--- src/rtl/cplx_dsp_pkg.sv ---
// Shared types and arithmetic helpers for the complex accumulate/decimate path.
// Helpers work on a wide signed carrier; callers narrow the result with a size cast.
package cplx_dsp_pkg;

    localparam int CPLX_W = 16;
    localparam int WIDE_W = 64;

    typedef struct packed {
        logic signed [CPLX_W-1:0] re;
        logic signed [CPLX_W-1:0] im;
    } cplx_t;

    // Width that holds ACC_N worst-case products plus a guard bit for rounding.
    function automatic int acc_width(input int in_len, input int acc_n);
        return in_len + $clog2(acc_n) + 1;
    endfunction

    function automatic logic signed [WIDE_W-1:0] round_shr(
        input logic signed [WIDE_W-1:0] value,
        input int                       shift
    );
        logic signed [WIDE_W-1:0] res;
        res = value;
        if (shift > 0)
            res = (value + (64'sd1 <<< (shift - 1))) >>> shift;
        return res;
    endfunction

    function automatic logic signed [WIDE_W-1:0] sat_narrow(
        input  logic signed [WIDE_W-1:0] value,
        input  int                       out_len,
        output logic                     clamped
    );
        logic signed [WIDE_W-1:0] hi;
        logic signed [WIDE_W-1:0] lo;
        logic signed [WIDE_W-1:0] res;
        hi      = (64'sd1 <<< (out_len - 1)) - 64'sd1;
        lo      = -(64'sd1 <<< (out_len - 1));
        res     = value;
        clamped = 1'b0;
        if (value > hi) begin
            res     = hi;
            clamped = 1'b1;
        end else if (value < lo) begin
            res     = lo;
            clamped = 1'b1;
        end
        return res;
    endfunction

endpackage

--- src/rtl/cplx_out_fifo.sv ---
// Synchronous first-word-fall-through FIFO; when empty the output holds the last word popped.
// Caller is responsible for not writing while full unless a pop happens in the same cycle.
module cplx_out_fifo #(
    parameter int WIDTH = 32,
    parameter int DEPTH = 4
) (
    input  logic             clk,
    input  logic             rst,
    input  logic             wr_en,
    input  logic [WIDTH-1:0] wr_data,
    input  logic             rd_en,
    output logic [WIDTH-1:0] rd_data,
    output logic             full,
    output logic             empty
);
    localparam int AW = $clog2(DEPTH);

    logic [WIDTH-1:0] mem [DEPTH];
    logic [AW:0]      wr_ptr_reg;
    logic [AW:0]      rd_ptr_reg;
    logic [WIDTH-1:0] last_reg;
    logic             do_rd;

    assign empty = (wr_ptr_reg == rd_ptr_reg);
    assign full  = (wr_ptr_reg == {~rd_ptr_reg[AW], rd_ptr_reg[AW-1:0]});
    assign do_rd = rd_en && !empty;

    always_ff @(posedge clk) begin
        if (wr_en)
            mem[wr_ptr_reg[AW-1:0]] <= wr_data;
    end

    always_ff @(posedge clk or posedge rst) begin
        if (rst) begin
            wr_ptr_reg <= '0;
            rd_ptr_reg <= '0;
            last_reg   <= '0;
        end else begin
            if (wr_en)
                wr_ptr_reg <= wr_ptr_reg + 1'b1;
            if (do_rd) begin
                rd_ptr_reg <= rd_ptr_reg + 1'b1;
                last_reg   <= mem[rd_ptr_reg[AW-1:0]];
            end
        end
    end

    assign rd_data = empty ? last_reg : mem[rd_ptr_reg[AW-1:0]];

endmodule

--- src/rtl/cplx_acc_fifo.sv ---
// Integrate-and-dump of ACC_N complex products, round-half-up shift, narrow, FIFO out.
// Define CPLX_ACC_SAT_EN to clamp on narrowing (and pulse sat); otherwise results wrap.
module cplx_acc_fifo
    import cplx_dsp_pkg::*;
#(
    parameter int IN_LEN     = 16,
    parameter int ACC_N      = 16,
    parameter int SHIFT      = $clog2(ACC_N),
    parameter int OUT_LEN    = 16,
    parameter int FIFO_DEPTH = 4
) (
    input  logic                      clk,
    input  logic                      rst,
    input  logic                      clr,
    input  logic signed [IN_LEN-1:0]  in_re,
    input  logic signed [IN_LEN-1:0]  in_im,
    input  logic                      in_vld,
    output logic signed [OUT_LEN-1:0] out_re,
    output logic signed [OUT_LEN-1:0] out_im,
    output logic                      out_vld,
    input  logic                      out_rdy,
    output logic                      ovf,
    output logic                      sat
);
    localparam int ACC_W = acc_width(IN_LEN, ACC_N);
    localparam int CNT_W = (ACC_N > 1) ? $clog2(ACC_N) : 1;
    localparam logic [CNT_W-1:0] CNT_LAST = CNT_W'(ACC_N - 1);

    logic [CNT_W-1:0]          cnt_reg;
    logic                      s1_vld_reg;
    logic                      ovf_reg;
    logic                      last_smp;
    logic signed [IN_LEN-1:0]  in_c     [2];
    logic signed [OUT_LEN-1:0] narrow_c [2];
    logic [1:0]                clamp_c;
    logic [2*OUT_LEN-1:0]      fifo_rd_data;
    logic                      fifo_full;
    logic                      fifo_empty;
    logic                      fifo_wr;
    logic                      fifo_rd;
    logic                      drop;

    assign in_c[0]  = in_re;
    assign in_c[1]  = in_im;
    assign last_smp = (cnt_reg == CNT_LAST);

    always_ff @(posedge clk or posedge rst) begin
        if (rst) begin
            cnt_reg    <= '0;
            s1_vld_reg <= 1'b0;
        end else if (clr) begin
            cnt_reg    <= '0;
            s1_vld_reg <= 1'b0;
        end else begin
            s1_vld_reg <= in_vld && last_smp;
            if (in_vld)
                cnt_reg <= last_smp ? '0 : cnt_reg + 1'b1;
        end
    end

    for (genvar gi = 0; gi < 2; gi++) begin : g_comp
        logic signed [ACC_W-1:0]   in_ext;
        logic signed [ACC_W-1:0]   sum;
        logic signed [ACC_W-1:0]   acc_reg;
        logic signed [ACC_W-1:0]   s1_reg;
        logic signed [OUT_LEN-1:0] narrow;
        logic                      clamp;

        assign in_ext = ACC_W'(in_c[gi]);
        // First sample of a frame loads rather than adds, so no explicit dump-clear is needed.
        assign sum    = (cnt_reg == '0) ? in_ext : acc_reg + in_ext;

        always_ff @(posedge clk or posedge rst) begin
            if (rst) begin
                acc_reg <= '0;
                s1_reg  <= '0;
            end else if (clr) begin
                acc_reg <= '0;
            end else if (in_vld) begin
                acc_reg <= sum;
                if (last_smp)
                    s1_reg <= sum;
            end
        end

`ifdef CPLX_ACC_SAT_EN
        always_comb begin
            clamp  = 1'b0;
            narrow = OUT_LEN'(sat_narrow(round_shr(WIDE_W'(s1_reg), SHIFT), OUT_LEN, clamp));
        end
`else
        assign clamp  = 1'b0;
        assign narrow = OUT_LEN'(round_shr(WIDE_W'(s1_reg), SHIFT));
`endif

        assign narrow_c[gi] = narrow;
        assign clamp_c[gi]  = clamp;
    end

    // A pop in the same cycle frees the slot, so a full FIFO still accepts the write.
    assign fifo_rd = out_rdy && !fifo_empty;
    assign fifo_wr = s1_vld_reg && (!fifo_full || fifo_rd);
    assign drop    = s1_vld_reg && fifo_full && !fifo_rd;

    always_ff @(posedge clk or posedge rst) begin
        if (rst)
            ovf_reg <= 1'b0;
        else if (clr)
            ovf_reg <= 1'b0;
        else if (drop)
            ovf_reg <= 1'b1;
    end

    cplx_out_fifo #(
        .WIDTH (2 * OUT_LEN),
        .DEPTH (FIFO_DEPTH)
    ) u_fifo (
        .clk     (clk),
        .rst     (rst),
        .wr_en   (fifo_wr),
        .wr_data ({narrow_c[0], narrow_c[1]}),
        .rd_en   (fifo_rd),
        .rd_data (fifo_rd_data),
        .full    (fifo_full),
        .empty   (fifo_empty)
    );

    assign out_re  = fifo_rd_data[2*OUT_LEN-1:OUT_LEN];
    assign out_im  = fifo_rd_data[OUT_LEN-1:0];
    assign out_vld = !fifo_empty;
    assign ovf     = ovf_reg;
    assign sat     = fifo_wr && (|clamp_c);

endmodule

--- config.mk ---
export PLATFORM = sky130hd
export DESIGN_NAME = cplx_acc_fifo
export DESIGN_NICKNAME = d
export VERILOG_FILES = /design/src/rtl/cplx_dsp_pkg.sv /design/src/rtl/cplx_out_fifo.sv /design/src/rtl/cplx_acc_fifo.sv
export SDC_FILE = /design/constraint.sdc
export NUM_CORES = 1
export LEC_CHECK = 0
export ABC_AREA = 1
export CAP_MARGIN = 10
export CORE_MARGIN = 5
export CORE_UTILIZATION = 47
export CTS_CLUSTER_SIZE = 12
export DETAILED_ROUTE_END_ITERATION = 7
export HOLD_SLACK_MARGIN = 0.02
export PLACE_DENSITY_LB_ADDON = 0.25
export SLEW_MARGIN = 5
export SYNTH_ARGS = -nofsm -noshare
export SYNTH_HDL_FRONTEND = slang
export SYNTH_SLANG_ARGS = --single-unit
--- constraint.sdc ---
create_clock -name clk -period 3.2 [get_ports clk]
set_input_delay 0.32 -clock clk [delete_from_list [all_inputs] [get_ports clk]]
set_output_delay 0.32 -clock clk [all_outputs]
set_load 0.01 [all_outputs]
# Yosys cells after proc, flatten, opt, wreduce, memory -nomap -nowiden
# Memories as Yosys holds them, arrays and structs flattened.
# Cells that the tools add are included.
dict set report totals {
  register_bits 126
  mem_bits_rw 128
  input_bits 37
  output_inout_bits 35
  word_cells 52
  n_memories 1
}
dict set report classes {
  addsub 7
  n_eq_ne 3
  n_mux 15
  bitwise 2
  n_reduce_logical 14
}
# memory words width read_ports rd_ports_with_merged_regs write_ports line_no
set mem_list {}
lappend mem_list {u_fifo.mem 4 32 1 0 1 cplx_out_fifo.sv:18} ;# logic [WIDTH-1:0] mem [DEPTH];
# operator count
set op_table {}
lappend op_table {{$mux 21} 6}
lappend op_table {{$add 21x16->21} 2}
lappend op_table {{$add 20x5->20 const B} 2}
lappend op_table {{$mux 32} 1}
lappend op_table {{$mux 4} 3}
lappend op_table {{$add 3x1->3 const B} 2}
lappend op_table {{$eq 3x3->1} 2}
lappend op_table {{$logic_and 1x1->1} 6}
lappend op_table {{$mux 1} 5}
lappend op_table {{$add 4x1->4 const B} 1}
lappend op_table {{$eq 4x4->1 const B} 1}
lappend op_table {{$logic_not 4->1} 1}
lappend op_table {{$reduce_bool 2->1} 2}
lappend op_table {{$logic_not 1->1} 3}
lappend op_table {{$reduce_and 3->1} 1}
lappend op_table {{$not 1->1} 2}
lappend op_table {{$logic_or 1x1->1} 1}

# Logic depth before layout (Yosys ltp)
# Gate-level depths: netlist of the first run.
dict set report logic_depth {
  word_depth 7
  ltp_mapped 14
  depth_no_buf 14
}

# Cells and area by module
# A second synthesis of the first run with hierarchy kept.
dict set report hier_totals {
  cells_unflattened 1757
  hier_area_um2 13760.7
}
# module n_inst cells_per_inst area_each_um2 seq_area_each_um2
set modules_own_cells {}
lappend modules_own_cells {cplx_out_fifo 1 797 7439.6 4794.6}
lappend modules_own_cells {cplx_acc_fifo 1 960 6321.1 2001.9}

# Worst setup path before layout of the first run
# No wires, ideal clock.
dict set report synth_timing {
  path_kind {register -> register}
  from {reg u_fifo.rd_ptr_reg[0]}
  to {mem u_fifo.mem[0][0] (enable)}
  setup_ns 0.421
  t_arrival_ns 2.392
  t_required_ns 2.779
  setup_slack_ns 0.387
  stages_incl_launch_ff 8
  path_buffers 1
  period_less_slack_ns 2.813
  path_cell_list {dfrtp_1 buf_4 xnor2_2 nand3_2 nand2_2 nand2_1 nand2_2 nor2_1}
}
dict set report synth_via {
  elab_chain_len 7
  word_cells_on_any_way 9
  cone_classes {2 x eq/ne; 2 x mux; 5 x reduce/logical}
}
# item line_no
set synth_lines {}
lappend synth_lines {{start, declared} cplx_out_fifo.sv:20} ;# logic [AW:0] rd_ptr_reg;
lappend synth_lines {{start signal, assigned} cplx_out_fifo.sv:42} ;# rd_ptr_reg <= rd_ptr_reg + 1'b1;
lappend synth_lines {{$eq 3x3->1} cplx_out_fifo.sv:24} ;# assign empty = (wr_ptr_reg == rd_ptr_reg);
lappend synth_lines {{$logic_not 1->1} cplx_acc_fifo.sv:101} ;# assign fifo_rd = out_rdy && !fifo_empty;
lappend synth_lines {{$logic_and 1x1->1} cplx_acc_fifo.sv:101}
lappend synth_lines {{$logic_or 1x1->1 *} cplx_acc_fifo.sv:102} ;# assign fifo_wr = s1_vld_reg && (!fifo_full || fifo_rd);
lappend synth_lines {{$logic_and 1x1->1 *} cplx_acc_fifo.sv:102}
lappend synth_lines {{$mux 1 *} cplx_out_fifo.sv:29} ;# if (wr_en)
lappend synth_lines {{$mux 1 (not written as such) *} cplx_out_fifo.sv:30} ;# mem[wr_ptr_reg[AW-1:0]] <= wr_data;
lappend synth_lines {{end, declared} cplx_out_fifo.sv:18}
# Mark *: on every way between the ends. The rest lies on a longest branch, timed or not.

# Worst setup path in the final report of the first run
dict set report layout_timing {
  from {reg u_fifo.rd_ptr_reg[1]}
  to {out out_im[5]}
}
dict set report layout_via {
  elab_chain_len 2
  word_cells_on_any_way 3
  cone_classes {1 x eq/ne; 1 x mux; 1 x memory}
}
# item line_no
set layout_lines {}
lappend layout_lines {{$mem_v2 4x32 or $eq 3x3->1 (tied branches)} n/a}
lappend layout_lines {{$mux 32 *} cplx_out_fifo.sv:48} ;# assign rd_data = empty ? last_reg : mem[rd_ptr_reg[AW-1:0]];
lappend layout_lines {{end, declared} cplx_acc_fifo.sv:19} ;# output logic signed [OUT_LEN-1:0] out_im,
# Marked as above.

==> results of run 1 <==
[worst max-delay path: stages, from the launching register on]
cell	delay, ns
dfrtp_1	0.39
buf_4	0.26
inv_1	0.12
buf_4	0.26
o21ai_0	0.13
o22ai_1	0.29
nand2_1	0.08
o21ai_0	0.08
clkdlybuf4s50_1	0.55
[cell families after synthesis]
kind of cell	synth area share, %
AND/OR/NAND/NOR	22.7
AO/OA/AOI/OAI	10.6
flip-flops	52.5
buffers and inverters	6.17
adder cells (fa/ha/maj)	4.85
XOR/XNOR	3.24
other	0.0289
[cells in the mapped netlist]
cell / n
nand2_1: 450
o21ai_0: 177
inv_1: 141
nor2_1: 133
edfxtp_1: 128
dfrtp_1: 118
nand3_1: 64
ha_1: 47
a21oi_1: 37
clkbuf_1: 36
o22ai_1: 35
xor2_1: 29
xnor2_1: 17
buf_2: 15
o21ai_1: 10
nor3_1: 9
nand3b_1: 8
nand3_2: 7
or2_2: 6
buf_4: 5
nand4_1: 5
nand2_2: 4
nor2_2: 4
inv_2: 3
nor3_4: 3
o21bai_1: 3
and2_1: 2
fa_1: 2
nor2_4: 2
and3_1: 1
buf_6: 1
conb_1: 1
nand2_4: 1
nand4_2: 1
nor3_2: 1
nor4_2: 1
o211ai_1: 1
xnor2_2: 1
[where the power goes]
part / switching, mW / total [mW] / internal [mW]
Sequential: 0.114 / 3.71 / 3.59
Clock: 1.21 / 2.92 / 1.70
Combinational: 2.12 / 3.64 / 1.52
[per-stage QoR]
stage,setup WS (ns),util [%]
5_1_grt,0.00704,55.2
6_report,0.195,55.2
2_1_floorplan,0.387,-
4_1_cts,0.100,55.2
3_5_place_dp,0.617,52.1
3_3_place_gp,0.633,52.1
[final timing paths]
| check | startpoint | end | cells after the start |
|---|---|---|---|
| setup / recovery | u_fifo.rd_ptr_reg[1] | out_im[5] | 8 |
| hold / removal | rst | u_fifo.last_reg[9] | 2 |
| setup reg to reg | u_fifo.wr_ptr_reg[1] | u_fifo.wr_ptr_reg[2] | 8 |
| hold reg to reg | g_comp[1].acc_reg[10] | g_comp[1].acc_reg[10] | 2 |
| max in group asynchronous | rst | g_comp[0].acc_reg[11] | 3 |
| min in group clk | in_im[2] | g_comp[1].acc_reg[2] | 3 |
[final cells by class]
type | instances | area, µm² | share of cell area, %
Sequential cell | 246 | 6800 | 45.5
Clock buffer | 38 | 747 | 5.00
Multi-Input combinational cell | 1062 | 5390 | 36.1
Timing Repair Buffer | 98 | 936 | 6.27
Tap cell | 341 | 427 | 2.86
Clock inverter | 12 | 87.6 | 0.587
Inverter | 144 | 544 | 3.65
[routing by layer]
metal / part of all wire [%] / routed length (µm) / vias up / track usage [%]
met4: 1.4 / 413 / 0 / 3.48
met3: 4.9 / 1430 / 31 / 2.53
met5: 0 / 0 / - / 0
met2: 45 / 13100 / 225 / 30.5
met1: 49 / 14200 / 4678 / 27.4
li1: - / - / 5105 / -
[layout by cell type, fill, tap and decap left out, types with 2 or more instances in the layout]
master / n
nand2_2: 4
nand4_1: 5
clkbuf_1: 8
nor2_2: 10
buf_12: 2
clkinv_2: 5
ha_1: 47
edfxtp_1: 128
o21bai_1: 3
nand3_1: 64
inv_1: 140
a21oi_1: 37
nor3_4: 3
xnor2_1: 17
buf_4: 26
or2_2: 6
and2_1: 2
clkinv_1: 4
o21ai_1: 10
inv_2: 3
o21ai_0: 177
nand2_1: 450
nand3_2: 6
clkbuf_8: 3
nor2_1: 127
xor2_1: 29
clkdlybuf4s50_1: 70
o22ai_1: 34
nand3b_1: 8
nor3_1: 9
nor2_4: 2
dfrtp_1: 117
clkbuf_16: 27
fa_1: 2
==> results.tsv, run 1 <==
stage	metric	value	unit
outcome	outcome	complete, no violations	
global_route	grt_pass1_wl	48700	µm
synthesis	syn_area	13000	µm²
route	drt_iter0_drc	641	
route	vias	10000	
timing	tns	0	ns
clock_network	cts_tree	done	
finish	n_fill_cell	2485	
flow_run	maxCapViolCount	0	
route	vias_per_cell	5.17	
critical_path	crit_path_max_fanout	34	
critical_path	required	2.88	ns
synthesis	ys_ff_latch	246	
route	ant_nets	0	
power	finalPower	10.3	mW
placed_design	place_congestion	0.886	
global_route	globalRouteTotalUtil	18.8	%
timing	period_share	93.9	%
finish	fin_cells	1941	
timing	setup_violations	0	
critical_path	cp-end-kind	primary output	
timing	max_slew_margin	45.6	%
timing	clock_skew	0.0210	ns
die	ios	72	
die	dieWidth	176	µm
route	drc	0	
clock_network	postCtsHoldBufs	0	
global_route	grt_max_degree	50	
die	die_h	176	µm
clock_network	cts.sink_count	246	
clock_network	root_buffer	clkbuf_16	
critical_path	crit_arrival	2.69	ns
global_route	grt_pass1_vias	9703	
synthesis	post_synth_num_cell_types	38	
finish	drive_above_1_share	6.81	%
finish	nNetsFinal	1665	
route	wl	29100	µm
synthesis	syn_inst	1509	
clock_network	cts_setup_buffers	0	
clock_network	cts_buffer_depth	3	
timing	hold_slack	0.281	ns
power	vdd_drop_max	390	µV
placed_design	dp_cells	1891	
synthesis	synth_largest_area_cell	edfxtp_1	
finish	largest_reg_flops	128	
clock_network	clk_latency	0.54	ns
route	drtPass1Iterations	7	
timing	worst_pin_slew	0.814	ns
placed_design	placed_area	14100	µm²
die	row_count	60	
critical_path	r2r_slack	0.95	ns
global_route	antenna_found_initial	0	
critical_path	startpoint_type	flip-flop	
finish	finalInstanceArea	14900	µm²
power	p_leak	6.80	nW
clock_network	cts-resized-gates	0	
route	routedWlPerCell	15.0	µm
timing	fmax	0.333	GHz
timing	rsz0062_at_grt	no	
clock_network	path_clk_slew	0.06	ns
die	initial_core_util	47.9	%
placed_design	hpwlAfterDp	20300	µm
synthesis	seq_area_frac_synth	52.5	%
synthesis	syn-mean-instance-area	8.59	µm²
synthesis	synth_top_area_share	29.7	%
placed_design	port_buffers	70	
synthesis	synth.area.top_cells	edfxtp_1 30%, dfrtp_1 23%, nand2_1 13%	
timing	period_minus_slack	3.01	ns
global_route	grt_overflow	0	
power	powerDensity	687	nW/µm²
synthesis	synth_nets	1595	
finish	area_growth	15.2	%
critical_path	path_class	reg2out	
clock_network	htree_levels	1	
synthesis	ys_warn_count	0	
clock_network	numCtsBuffers	27	
min_path	hold_class	in2async	
timing	final_max_slew_viol_count	0	
die	core_area	27000	µm²
timing	finalHoldViolCount	0	
die	dieArea	31000	µm²
finish	num_antenna_cells	0	
No activity file was read; power rests on OpenSTA's default activity.
==> run 2, diff against run 1 <==
SYNTH_HIERARCHICAL = 1   (was unset)
==> run 2 against run 1 <==
Compared with the run above:
- setup slack improved by 0.024 ns
- combinational power is 6.9% lower
- count of clock-buffer cells in the layout is 1 higher
- first-iteration DRC count increased by 6.4%
- final cell count up 15%
- die area grew 5.9%
==> results.tsv, run 2 <==
stage	metric	value	unit	change
global_route	grt_pass1_vias	10200		+5.3%
clock_network	cts_tree	done		
power	vdd_drop_max	423	µV	+8.6%
finish	n_fill_cell	2695		+8.5%
global_route	grt_max_degree	66		+32%
timing	setup_violations	0		unchanged
synthesis	async_flop_share	48.0	%	unchanged
power	p_leak	8.07	nW	+19%
finish	fin_cells	2227		+15%
clock_network	htree_levels	1		unchanged
critical_path	crit_arrival	2.66	ns	-0.03 ns
clock_network	root_buffer	clkbuf_16		
finish	ff_latch_area	6800	µm²	unchanged
global_route	grt_pass1_wl	51200	µm	+5.2%
synthesis	syn_area	13800	µm²	+6.2%
timing	max_slew_margin	46.1	%	+0.42 points
power	powerDensity	652	nW/µm²	-5.2%
finish	num_antenna_cells	0		unchanged
finish	layout_commonest_cell	nand2_1		
timing	final_max_slew_viol_count	0		unchanged
synthesis	ys_ff_latch	246		unchanged
synthesis	ys_dominant_reg_cell	edfxtp_1		
timing	rsz0062_at_grt	no		
route	drt_iter0_drc	682		+6.4%
synthesis	seq_area_frac_synth	49.4	%	-3.1 points
clock_network	numCtsBuffers	27		unchanged
route	vias	10900		+8.3%
die	die_h	181	µm	+2.9%
critical_path	critical-path-max-stage-delay	0.67	ns	+0.12 ns
placed_design	dp_cells	2177		+15%
critical_path	critPathSlowestCell	dfrtp_1		
finish	drive_above_1_share	5.21	%	-1.6 points
route	drc	0		unchanged
clock_network	cts_buffer_depth	3		unchanged
flow_run	maxCapViolCount	0		unchanged
global_route	globalRouteTotalUtil	18.5	%	-0.23 points
finish	final_cell_mix	731 x nand2_1, 248 x inv_1, 165 x nand3_1		
timing	period_share	93.2	%	-0.75 points
finish	largest_reg_flops	128		unchanged
timing	worst_pin_slew	0.809	ns	-0.00465 ns
finish	nNetsFinal	1908		+15%
synthesis	post_synth_num_cell_types	43		+13%
synthesis	synth_largest_area_cell	edfxtp_1		
finish	multi_input_area	5710	µm²	+5.9%
global_route	grt_overflow	0		unchanged
route	vias_per_cell	4.88		-5.6%
global_route	antenna_found_initial	0		unchanged
die	dieWidth	181	µm	+2.9%
critical_path	path_common_cell	nand2_1		
critical_path	startpoint_type	flip-flop		
critical_path	cp_cell_sequence	nand2_1 > nand2_2 > nand3_4 > inv_2 > buf_4 > nand2_1 > nand2_1 > clkdlybuf4s50_1		
timing	tns	0	ns	unchanged
placed_design	post-place-ws	0.675	ns	+0.0585 ns
synthesis	synth_top_area_share	27.9	%	-1.7 points
die	core_area	28800	µm²	+6.5%
clock_network	postCtsHoldBufs	0		unchanged
placed_design	port_buffers	70		unchanged
critical_path	r2r-start	u_fifo/rd_ptr_reg[0]		
placed_design	hpwlAfterDp	21600	µm	+6.4%
clock_network	path_clk_slew	0.06	ns	about the same
min_path	hold_class	in2async		
synthesis	ys_warn_count	6		+6
finish	final_core_util	54.7	%	-0.58 points
route	routedWlPerCell	13.7	µm	-8.4%
synthesis	syn-mean-instance-area	7.83	µm²	-8.8%
die	ios	72		unchanged
clock_network	clk_latency	0.55	ns	about the same
die	row_count	62		+3.3%
critical_path	crit_path_start	u_fifo/rd_ptr_reg[1]		
route	ant_nets	0		unchanged
route	wl	30600	µm	+5.1%
placed_design	placed_area	14900	µm²	+5.5%
critical_path	path_class	reg2out		
synthesis	synth_edf_count	128		unchanged
route	drtPass1Iterations	5		-2
finish	area_growth	14.3	%	
timing	fmax	0.335	GHz	+0.80%
synthesis	synth.area.top_cells	edfxtp_1 28%, dfrtp_1 21%, nand2_1 20%		
critical_path	crit_path_max_fanout	28		-18%
synthesis	synth_most_common_cell	nand2_1		
finish	finalInstanceArea	15700	µm²	+5.4%
clock_network	cts.sink_count	246		unchanged
outcome	outcome	complete, no violations		
critical_path	cp-end-kind	primary output		
placed_design	place_congestion	0.899		+1.5%
die	dieArea	32800	µm²	+5.9%
critical_path	required	2.88	ns	about the same
timing	clock_skew	0.0170	ns	-0.00394 ns
timing	setup_ws	0.219	ns	+0.0239 ns
timing	finalHoldViolCount	0		unchanged
timing	period_minus_slack	2.98	ns	-0.0239 ns
synthesis	synth_nets	1843		+16%
synthesis	syn_inst	1757		+16%
die	initial_core_util	47.8	%	-0.13 points
synthesis	synthTopCellsByCount	731 x nand2_1, 249 x inv_1, 166 x nand3_1		
==> run 2: report_power, final <==
part,internal [mW],switching [mW],leakage [nW],total [mW]
clock network,1.79,1.23,0.430,3.02
registers,3.61,0.232,2.63,3.84
logic,1.38,2.02,5.02,3.39
total,6.78,3.48,8.07,10.3
==> run 2: cell families (layout without fill, tap and decap cells) <==
logic type / count (synthesis) / after routing / share of synthesized area, %
fa+ha+maj: 49 / 49 / 4.56
buf+inv: 315 / 401 / 9.24
other cells: 1 / 1 / 0.0273
xor+xnor: 43 / 43 / 2.74
flops: 246 / 246 / 49.4
simple gates: 1002 / 1002 / 30.2
compound gates: 101 / 101 / 3.86
==> run 2: critical path, delay by kind of cell (launching register included) <==
kind	cells	cell delay, ns
buf+inv	3	0.94
flops	1	0.67
simple gates	5	0.50
==> run 2: final timing paths <==
check	endpoint	slack, ns	cells after the start
setup / recovery	out_im[14]	0.22	8
hold / removal	u_fifo/last_reg[11]	0.27	3
setup reg to reg	u_fifo/mem[2][20]	0.73	12
hold reg to reg	u_fifo/last_reg[14]	0.47	2
max in group asynchronous	g_comp[0].acc_reg[10]	2.17	3
min in group clk	g_comp[0].acc_reg[2]	0.44	3
==> run 2: metrics by stage <==
step / hold slack [ns] / power (mW)
final: 0.270 / 10.3
after global routing: 0.355 / 10.9
after CTS: 0.282 / 10.4
after detailed placement: 0.458 / 7.30
after global placement: 0.453 / 7.24
after floorplan: 0.386 / 6.08
==> run 2: timing repair <==
action                     CTS  global route
buffers inserted             0             0
setup endpoints to repair    0            30
resized for setup            0             1
==> run 2: layer usage <==
metal  GRT usage, %  share of wire, %  vias up
met5              0                 0        -
met4           4.02               1.7        0
met3           2.65               5.5       44
met2           28.3                43      266
met1           28.2                50     4925
li1               -                 -     5633
==> run 2: area by class of cell <==
| type | count | share of cell area (%) |
|---|---|---|
| Clock buffer | 39 | 4.77 |
| Clock inverter | 11 | 0.748 |
| Inverter | 253 | 6.05 |
| Multi-Input combinational cell | 1196 | 36.3 |
| Sequential cell | 246 | 43.2 |
| Tap cell | 384 | 3.05 |
| Timing Repair Buffer | 98 | 5.89 |
